**config.mk**
```make
export PLATFORM = sky130hd
export DESIGN_NAME = serial_subtractor
export DESIGN_NICKNAME = d
export VERILOG_FILES = /design/src/rtl/serial_subtractor.sv
export SDC_FILE = /design/constraint.sdc
export NUM_CORES = 1
export LEC_CHECK = 0
export BUFFER_PORTS_ARGS = -buffer_cell sky130_fd_sc_hd__buf_2
export CAP_MARGIN = 10
export CORE_MARGIN = 2
export CORE_UTILIZATION = 56
export DETAILED_ROUTE_END_ITERATION = 12
export GPL_ROUTABILITY_DRIVEN = 0
export HOLD_SLACK_MARGIN = 0.12
export PLACE_DENSITY = 0.89
export SYNTH_ARGS = -nofsm -noshare
export SYNTH_HDL_FRONTEND = slang
export SYNTH_SLANG_ARGS = --single-unit
```
**constraint.sdc**
```tcl
create_clock -name clk -period 3 [get_ports clk]
set_clock_uncertainty 0.1 [all_clocks]
set_input_delay 0.3 -clock clk [delete_from_list [all_inputs] [get_ports clk]]
set_output_delay 0.3 -clock clk [all_outputs]
set_load 0.02 [all_outputs]
```
**src/rtl/serial_subtractor.sv**
```systemverilog
// Bit-serial subtractor: diff = a - b - bin, one full-subtractor step per clock, LSB first.
// Define SERIAL_SUBTRACTOR_OVF_EN to add the signed-overflow output ovf.
//
// state | meaning
// IDLE  | waiting for start
// SHIFT | one difference bit produced per clock, busy high
// DONE  | diff/bout valid, done high for this cycle
module serial_subtractor #(
   parameter int WIDTH = 8
) (
   input  logic             clk,
   input  logic             rst,
   input  logic             start,
   input  logic [WIDTH-1:0] a,
   input  logic [WIDTH-1:0] b,
   input  logic             bin,
   output logic             busy,
   output logic             done,
   output logic [WIDTH-1:0] diff,
   output logic             bout
`ifdef SERIAL_SUBTRACTOR_OVF_EN
   ,
   output logic             ovf
`endif
);

   localparam int CW = $clog2(WIDTH);
   localparam logic [CW-1:0] LAST = CW'(WIDTH - 1);

   typedef enum logic [1:0] {IDLE, SHIFT, DONE} state_t;

   state_t           state_q;
   logic [WIDTH-1:0] a_q, b_q, diff_q;
   logic             br_q, bout_q, busy_q, done_q;
   logic [CW-1:0]    cnt_q;
   logic             d_bit, br_d, last_step;
`ifdef SERIAL_SUBTRACTOR_OVF_EN
   logic             ovf_q;
`endif

   always_comb begin
      d_bit     = a_q[0] ^ b_q[0] ^ br_q;
      br_d      = (~a_q[0] & b_q[0]) | (~(a_q[0] ^ b_q[0]) & br_q);
      last_step = (cnt_q == LAST);
   end

   always_ff @(posedge clk) begin
      if (rst) begin
         state_q <= IDLE;
         a_q     <= '0;
         b_q     <= '0;
         diff_q  <= '0;
         br_q    <= 1'b0;
         bout_q  <= 1'b0;
         busy_q  <= 1'b0;
         done_q  <= 1'b0;
         cnt_q   <= '0;
`ifdef SERIAL_SUBTRACTOR_OVF_EN
         ovf_q   <= 1'b0;
`endif
      end else begin
         case (state_q)
            IDLE, DONE: begin
               if (start) begin
                  a_q     <= a;
                  b_q     <= b;
                  br_q    <= bin;
                  cnt_q   <= '0;
                  busy_q  <= 1'b1;
                  done_q  <= 1'b0;
                  state_q <= SHIFT;
               end else begin
                  done_q  <= 1'b0;
                  state_q <= IDLE;
               end
            end
            SHIFT: begin
               a_q    <= a_q >> 1;
               b_q    <= b_q >> 1;
               diff_q <= {d_bit, diff_q[WIDTH-1:1]};
               br_q   <= br_d;
               cnt_q  <= cnt_q + CW'(1);
               if (last_step) begin
                  bout_q  <= br_d;
`ifdef SERIAL_SUBTRACTOR_OVF_EN
                  // borrow into the MSB step vs. borrow out of it
                  ovf_q   <= br_q ^ br_d;
`endif
                  busy_q  <= 1'b0;
                  done_q  <= 1'b1;
                  state_q <= DONE;
               end
            end
            default: begin
               busy_q  <= 1'b0;
               done_q  <= 1'b0;
               state_q <= IDLE;
            end
         endcase
      end
   end

   assign busy = busy_q;
   assign done = done_q;
   assign diff = diff_q;
   assign bout = bout_q;
`ifdef SERIAL_SUBTRACTOR_OVF_EN
   assign ovf  = ovf_q;
`endif

endmodule
```
After elaboration in Yosys (flattened, before gate mapping)
Index checks and enable logic that the tools add are counted.
Storage, ports and cells
  bits in registers: 33
  word-level logic and storage cells: 44
  output and inout port bits: 11
Cells by class
  mux-type cells: 14
  $add $sub $neg: 1
  reduce and logical (&&, ||, !) cells: 7
  eq/ne operators: 5
  bitwise operators: 8
Operators with widths (number)
  8-bit case mux with 2 select lines: 2
  8-bit 2-to-1 mux: 2
  3-bit case mux with 2 select lines: 1
  2-bit AND reduction: 3
  1-bit 2-to-1 mux: 4
  2-bit inequality test (second input constant): 2
  1-bit case mux with 2 select lines: 2
  2-bit case mux with 2 select lines: 1
  2-bit OR reduction: 2
  3-bit by 1-bit adder with 3-bit output (second input constant): 1
  3-bit == test (second input constant): 1
  3-bit 2-to-1 mux: 1
  1-bit inverter: 3
  1-bit AND: 2
  2-bit by 1-bit == test with 1-bit output (second input constant): 1
  2-bit == test (second input constant): 1
  2-bit logical NOT: 1
  2-bit 2-to-1 mux: 1
  2-bit nonzero test: 1
  1-bit bitwise XOR: 2
  1-bit OR: 1

Logic depth before layout (Yosys ltp)
Gate-level depths: netlist of the first run.
  depth in word-level cells: 5
  mapped depth: 5
  depth with buffers taken out: 5

Least setup slack after synthesis of the first run
OpenSTA, ideal clock, no wires.
  kind: register to register
  from: reg b_q[0]
  to: reg bout_q (netlist: bout)
  setup slack: 1.838 ns
  cell stages (with the launch flop): 4
  required time: 2.809 ns
  period minus slack after synthesis: 1.162 ns
  arrival: 0.971 ns
  path buffers: 0
  library setup time: 0.091 ns
  cell sequence: dfxtp_1 inv_1 fa_1 a311oi_1
On the way
  word-level cells in the longest chain between the ends: 4
Ends and longest elaborated chain
  start: declaration: line 33  | logic [WIDTH-1:0] a_q, b_q, diff_q;
  start signal: assignment: line 79  | b_q <= b_q >> 1;
  1-bit bitwise XOR: line 43  | br_d = (~a_q[0] & b_q[0]) | (~(a_q[0] ^ b_q[0]) & br_q);
  1-bit inverter: line 43
  1-bit AND: line 43
  1-bit OR (*): line 43
  end signal: assignment: line 84  | bout_q <= br_d;
  end: declaration: line 34  | logic br_q, bout_q, busy_q, done_q;
Mark *: on every way between the ends. The rest lies on a longest branch, timed or not.
A chain may end at the register's enable or synchronous reset.

Worst setup path in the final report of the first run
  from: reg state_q[1]
  to: reg b_q[1]
On the way
  word-level cells in the longest chain between the ends: 4
Ends and longest elaborated chain
  start: declaration: line 32  | state_t state_q;
  start signal: assignment: line 49  | state_q <= IDLE;
  start signal: assignment: line 71  | state_q <= SHIFT;
  start signal: assignment: line 74  | state_q <= IDLE;
  2-bit == test or 2-bit logical NOT (tied branches): line 62  | case (state_q)
  2-bit OR reduction: line 62
  2-bit inequality test (no source line) or 2-bit nonzero test (tied branches)
  2-bit AND reduction (no source line)
Several ways; a longest one is shown, not always the timed one.

==> results.cfg, run 1 <==
[power_and_ir_drop]
vdd_ir_drop_max_mv = 0.401
leakage_nw = 0.634
p_per_area_mw_per_mm2 = 539

[routing]
antenna_left = 0
dr.first_iter.drc_count = 16
vias = 1199
viasPerCell = 5.47
drc = 0
firstDrtPassIters = 4
detail_route.wirelength_um = 2810
drt-wirelength-per-cell_um = 12.8

[clock_network]
cts-root-buf = clkbuf_4
h-tree-depth = 2
cts_tree = built
cts-resized-gates = 0
numCtsBuffers = 5
numClockSinks = 33
clockBufferDepth = 2
clk_transition_reported_paths_ps = 100
clk_latency_ps = 320

[sta]
min_period_ps = 1730
setup_ws_ps = 1270
final.period_utilization_pct = 57.8
max_freq_ghz = 0.577
slew_viol_final = 0
setup_tns_ps = 0
whs_ps = 141
setup_violations = 0
rsz0062_at_grt = false
hold_viol_final = 0
worst_pin_slew_ps = 669
max_slew_margin_pct = 55.2

[critical_path]
cp_max_fo = 32
critical_path_class = flop to flop
start_kind = flop
required_ps = 3130
crit_path_end_kind = flop
cp.arrival_ps = 1860
cp-startpoint = state_q[1]
r2r-start = state_q[1]

[global_routing]
grt_use_total_pct = 22.2
grt_pass1_wl_um = 4510
grt_max_degree = 34
grt_overflow = 0
grt_pass1_vias = 1088
antenna_found_initial = 0

[synth]
yosysWarnings = 0
synth_compound_area_share_pct = 17.1
ys_seq_area_share_pct = 48.0
synth.area.mux_share_pct = 0
ys_seq_elements = 33
synth_area_per_cell_um2 = 8.35
synth_nets = 188
synth_top_family_by_area = simple AND/OR/NAND/NOR gates
synth.distinct_cells = 23
synthesis.area_mm2 = 0.00138
synth_fa_ha_area_share_pct = 3.27
synthXorXnorAreaFrac_pct = 0
synth-simple-area-share_pct = 23.7
syn_inst = 165

[placement]
port_buffers = 30
place_ws_ps = 1280
dp_hpwl_um = 1900

[hold_path]
min_from = a[1]
hold_path_class = input port to flop

[floorplan]
fp.dieW_um = 53.6
io-pin-count = 31
rows = 17
die_area_mm2 = 0.00287
die_y_um = 53.6
start_util_pct = 60.5
core-area_mm2 = 0.00228

[final_layout]
final_nets = 213
drive_gt1_share_pct = 19.4
final_common_cell = nand2_1
nFillCells = 194
fin_util_pct = 67.1
area_delta_synth_final_pct = 10.8
n_antenna_cell = 0
final_cell_mix = nand2_1 (49), dfxtp_1 (33), buf_2 (30)

[run_status]
status = finished clean

[job]
max_cap_viol_count = 0
critical path, stage by stage (launching register included):
cell      delay [ps]
dfxtp_1          340
nand2b_1         460
buf_4            400
nor2_1            80
a311oi_1         260
power breakdown:
part / switching (W) / internal (W)
combinational: 0.0000695 / 0.0000437
clock: 0.000135 / 0.0000934
sequential: 0.0000157 / 0.000465
path summary, 6_finish.rpt:
kind	to	slack, ps	cells after the start
setup / recovery	b_q[1]	1270	4
hold / removal	a_q[1]	140	3
hold reg to reg	diff[0]	370	2
setup reg to reg	b_q[1]	1270	4
stage by stage:
stage,cell area (µm²),power (W),instances
floorplan,1380,0.000582,165
global placement,1470,0.000594,210
detailed placement,1470,0.000602,210
global route,1530,0.000868,219
finish,1530,0.000822,219
CTS,1530,0.000827,219
synthesized netlist by cell type, drive strengths merged:
master   instances  area (µm²)
nor3             1        5.00
nor2            17        63.8
and2b            1        7.51
fa               1        20.0
a21oi           16        80.1
nand2           49         184
clkbuf           4        15.0
nor2b            1        8.76
nor3b            1        7.51
inv              2        7.51
or2b             1        7.51
nand2b           2        12.5
nand3            6        30.0
o21a             1        7.51
ha               2        25.0
buf             10        87.6
dfxtp           33         661
a311oi          15         131
a2bb2oi          1        8.76
o21bai           1        7.51
metal layers:
layer | wire, µm | GRT usage, % | vias to the layer above
met3 | 143 | 6.67 | 9
met4 | 57 | 11.5 | 0
met2 | 1390 | 38.3 | 28
met1 | 1210 | 24.5 | 553
li1 | - | - | 609
met5 | 0 | 0 | -
flip-flops by register name, summed over array words and instances, names as in the netlist:
register / flops
br_q: 1
state_q: 2
busy: 1
bout: 1
diff: 8
a_q: 8
cnt_q: 3
b_q: 8
done: 1
cells by family after synthesis:
logic type / count (synthesis)
compound gates: 34
fa+ha+maj: 3
buf+inv: 16
flops: 33
simple gates: 79
layout make-up:
cell class	count	area [µm²]	share of cell area [%]
clock buffer	8	48.8	3.20
multi-input combinational	116	607	39.8
sequential	33	661	43.3
timing repair buffer	32	168	11.0
inverter	2	7.51	0.492
tap	28	35.0	2.30
repair_timing:
item	CTS	global route
hold buffers	1	0
setup buffers	0	0
endpoints found under the hold margin	1	0
No activity file was read; power rests on OpenSTA's default activity.
==> inputs of run 2 (changes only) <==
- ABC_AREA: unset -> 1
- CORE_UTILIZATION: 56 -> 53
- PLACE_DENSITY: 0.89 -> 0.85
- clock period: 3 -> 1.6 ns (I/O delays scaled with it)
==> run 2 against run 1 <==
- sequential share of layout area is 7.4 points lower
- wire length rose by 7.8%
- synthesized area is 8.7% higher
- hold slack lost 22 ps
==> results.cfg, run 2 <==
[sta]
rsz0062_at_grt = false
hold_viol_final = 0
min_period_ps = 1370
setup_ws_ps = 233
final.period_utilization_pct = 85.5
whs_ps = 120
worst_pin_slew_ps = 347
setup_tns_ps = 0
max_freq_ghz = 0.731
setup_violations = 0
max_slew_margin_pct = 76.8
slew_viol_final = 0

[floorplan]
die_y_um = 57.2
die_area_mm2 = 0.00327
io-pin-count = 31
core-area_mm2 = 0.00271
fp.dieW_um = 57.2
rows = 19
start_util_pct = 55.3

[critical_path]
crit_path_top_delay_cell = dfxtp_1
cp_common_cell = nand3_1
rr_worst_depth = 6
required_ps = 1740
crit_chain = inv_2, nand2_2, buf_4, nand3_1, nand3_1, nor2_1
cp_max_fo = 19
cp.arrival_ps = 1500
crit_path_end_kind = flop
start_kind = flop
critical_path_class = flop to flop
slowest_delay_ps = 400

[placement]
port_buffers = 30
place_ws_ps = 245
dp_hpwl_um = 1790

[clock_network]
cts-resized-gates = 0
numClockSinks = 33
clk_latency_ps = 330
cts-root-buf = clkbuf_4
clk_transition_reported_paths_ps = 100
cts_tree = built
numCtsBuffers = 5
h-tree-depth = 2
clockBufferDepth = 2

[power_and_ir_drop]
vdd_ir_drop_max_mv = 0.648
leakage_nw = 0.857
p_per_area_mw_per_mm2 = 941

[routing]
drc = 0
firstDrtPassIters = 4
vias = 1370
antenna_left = 0
dr.first_iter.drc_count = 39
viasPerCell = 4.91
detail_route.wirelength_um = 3020
drt-wirelength-per-cell_um = 10.8

[synth]
synth_edf_count = 0
ys_seq_area_share_pct = 44.1
synth_top_area_share_pct = 44.1
synth_area_leaders = dfxtp_1 (44%), nand3_1 (12%), nor2_1 (8.8%), nand2_1 (5.5%), nor3_1 (5.3%)
yosysWarnings = 0
synth_ff_type = dfxtp_1
synth_area_per_cell_um2 = 7.45
synth.distinct_cells = 22
synth_nets = 224
ys_seq_elements = 33
syn_inst = 201
synthesis.area_mm2 = 0.00150
synth_common_cells = nand3_1 (35), nor2_1 (35), dfxtp_1 (33)
synthArstFlopShare_pct = 0
yosysTopAreaCell = dfxtp_1

[final_layout]
area_delta_synth_final_pct = 23.1
n_antenna_cell = 0
final_cell_mix = nand3_1 (35), nor2_1 (35), dfxtp_1 (33)
drive_gt1_share_pct = 20.2
final_nets = 270

[global_routing]
grt_use_total_pct = 20.9
grt_pass1_vias = 1291
antenna_found_initial = 0
grt_overflow = 0
grt_max_degree = 34
grt_pass1_wl_um = 5320

[run_status]
status = finished clean

[hold_path]
hold_path_depth = 5
hold_path_class = input port to flop

[job]
max_cap_viol_count = 0
-- run 2: changes by cell type after synthesis, moves of 3 or more --
cell      previous run  this run
nand3_1              6        35
nand2_2              0         3
nand2_1             49        22
clkbuf_1             4         0
inv_1                2        20
a21oi_1             16         3
a311oi_1            15         0
o21ai_0              0         9
nor3_1               1        16
nor2_1              17        35
-- run 2: cell families (layout without fill, tap and decap cells) --
logic type	after synthesis	count (layout)	share of synthesized area, %
simple gates	114	114	34.5
buf+inv	35	82	12.3
flops	33	33	44.1
compound gates	16	16	6.10
fa+ha+maj	3	3	3.01
-- run 2: layout make-up --
type	count	area, µm²
fill	253	867
sequential	33	661
multi-input combinational	133	653
timing repair buffer	51	353
inverter	23	88.8
clock buffer	8	48.8
tap	31	38.8
-- run 2: report_power, final --
part | switching (W) | internal [W] | leakage [nW]
Sequential | 0.0000317 | 0.000891 | 0.272
Combinational | 0.000214 | 0.000149 | 0.559
Clock | 0.000274 | 0.000175 | 0.0265
-- run 2: timing repair --
item / 4_1_cts / 5_1_grt
setup buffers: 0 / 0
hold endpoints to repair: 21 / 0
hold buffers: 18 / 0
-- run 2: critical path, delay by kind of cell, from the launching register on --
family / cells / cell delay, ps
buffers and inverters: 2 / 290
DFF: 1 / 400
and+or+nand+nor: 4 / 480
-- run 2: final timing paths --
kind | from | endpoint | slack, ps
worst min register to register | bout | bout | 370
worst max register to register | state_q[1] | b_q[5] | 230
worst min-delay path | start | br_q | 120
worst max-delay path | state_q[1] | b_q[5] | 230
-- run 2: per-layer routing --
layer	share of wire, %	global-route usage [%]	wire length [µm]
met1	46	24.7	1400
met2	48	35.6	1440
met3	4.1	4.99	123
met4	2.0	9.97	61
met5	0	0	0
-- run 2: per-stage QoR --
step	instances	cell area [µm²]	utilization, %	total power [W]
after floorplan	201	1500	-	0.00120
after global placement	253	1610	59.6	0.00126
after detailed placement	253	1610	59.6	0.00127
after CTS	279	1840	68.0	0.00174
after global routing	279	1840	68.0	0.00184
final	279	1840	68.0	0.00173
==> inputs of run 3 (changes only) <==
- CORE_UTILIZATION: 53 -> 35
- PLACE_DENSITY: 0.85 -> 0.58
==> run 3 against run 2 <==
- global-route usage shrank 6.3 points
- critical path depth shrank 1
- first-iteration DRC count shrank 21%
- non-clock buffer count is the same
- largest power group unchanged
==> results.cfg, run 3 (synthesis gave the netlist of run 2 again) <==
[clock_network]
cts_tree = built
cts-root-buf = clkbuf_8
clk_transition_reported_paths_ps = 60
cts-resized-gates = 0
numCtsBuffers = 5
postCtsSetupRepairBufs = 0
clk_latency_ps = 280
clockBufferDepth = 2
hold_buffers = 17
h-tree-depth = 2
numClockSinks = 33

[floorplan]
core-area_mm2 = 0.00406
die_area_mm2 = 0.00482
rows = 23
start_util_pct = 36.9
die_y_um = 69.4
fp.dieW_um = 69.4
io-pin-count = 31

[hold_path]
min_from = bin
hold_path_depth = 5
hold_path_class = input port to flop
holdPathEnd = br_q

[critical_path]
crit_path_end_kind = flop
path_buf_inv = 1
required_ps = 1660
crit_path_top_delay_cell = dfxtp_1
r2r_slack_ps = 240
r2r-start = cnt_q[0]
reg2reg_to = busy
rr_worst_depth = 5
crit_chain = ha_1, ha_1, inv_1, a21oi_1, nor3_1
cp.arrival_ps = 1430
cp_max_fo = 3
critPathTopFamily = adder cells
start_kind = flop
critical_path_class = flop to flop
slowest_delay_ps = 390
cp_common_cell = ha_1

[final_layout]
drive_gt1_share_pct = 21.1
area_delta_synth_final_pct = 28.7
final_cell_mix = nand3_1 (35), nor2_1 (35), dfxtp_1 (33)
nFillCells = 423
n_antenna_cell = 0
final_nets = 270
register_area_um2 = 661
multiInputGateArea_um2 = 653
design_area_mm2 = 0.00193

[sta]
final.period_utilization_pct = 85.1
slew_viol_final = 0
max_freq_ghz = 0.734
min_period_ps = 1360
setup_violations = 0
setup_ws_ps = 238
whs_ps = 142
setup_tns_ps = 0
rsz0062_at_grt = false
worst_pin_slew_ps = 332
max_slew_margin_pct = 77.9
hold_viol_final = 0

[global_routing]
grt_max_degree = 34
antenna_found_initial = 0
grt_pass1_wl_um = 5720
grt_overflow = 0
grt_pass1_vias = 1372
grt_use_total_pct = 14.6

[routing]
detail_route.wirelength_um = 3160
drc = 0
drt-wirelength-per-cell_um = 10.6
viasPerCell = 4.61
firstDrtPassIters = 4
dr.first_iter.drc_count = 31
antenna_left = 0
vias = 1368

[power_and_ir_drop]
vdd_ir_drop_max_mv = 0.485
leakage_nw = 0.883
p_per_area_mw_per_mm2 = 998
power.total_w = 0.00192

[placement]
place_ws_ps = 265
dpl_cell_area_mm2 = 0.00167
port_buffers = 30
dp_hpwl_um = 2090

[job]
max_cap_viol_count = 0

[run_status]
status = finished clean
-- run 3: worst max-delay path by stage --
stage	from	end	slack [ps]	cells past startpoint
after floorplan	b_q[0]	diff[7]	420	4
after global placement	cnt_q[0]	busy	240	5
after detailed placement	cnt_q[0]	busy	270	5
after CTS	cnt_q[0]	busy	230	5
after global routing	state_q[0]	br_q	140	6
final	cnt_q[0]	busy	240	5
-- run 3: layout make-up --
cell class,count,share of cell area [%]
repair buffers,51,19.5
multi-input cells,133,33.9
clock buffers,7,4.48
flip-flops and latches,33,34.3
well taps,50,3.25
inverters,23,4.61
-- run 3: report_power, final --
part / switching [W] / internal [W] / total, W
Clock: 0.000282 / 0.000341 / 0.000622
Combinational: 0.000217 / 0.000161 / 0.000378
Sequential: 0.0000302 / 0.000892 / 0.000922
Total: 0.000529 / 0.00139 / 0.00192
-- run 3: layer usage --
metal | routed length [µm] | vias to the layer above | track usage, %
met2 | 1540 | 18 | 25.4
met4 | 46 | 0 | 6.54
met5 | 0 | - | 0
met3 | 95 | 4 | 3.92
li1 | - | 732 | -
met1 | 1480 | 614 | 16.7
-- run 3: metrics by stage --
stage          utilization [%]  cells
4_1_cts                   47.5    297
3_3_place_gp              41.2    273
2_1_floorplan                -    201
3_5_place_dp              41.2    273
6_report                  47.5    297
5_1_grt                   47.5    297
-- run 3: tightest hold or removal path, cell delays in order --
cell,delay [ps]
buf_2,70
nand3_1,70
nand2_1,70
nor2_1,40
nor2_1,70
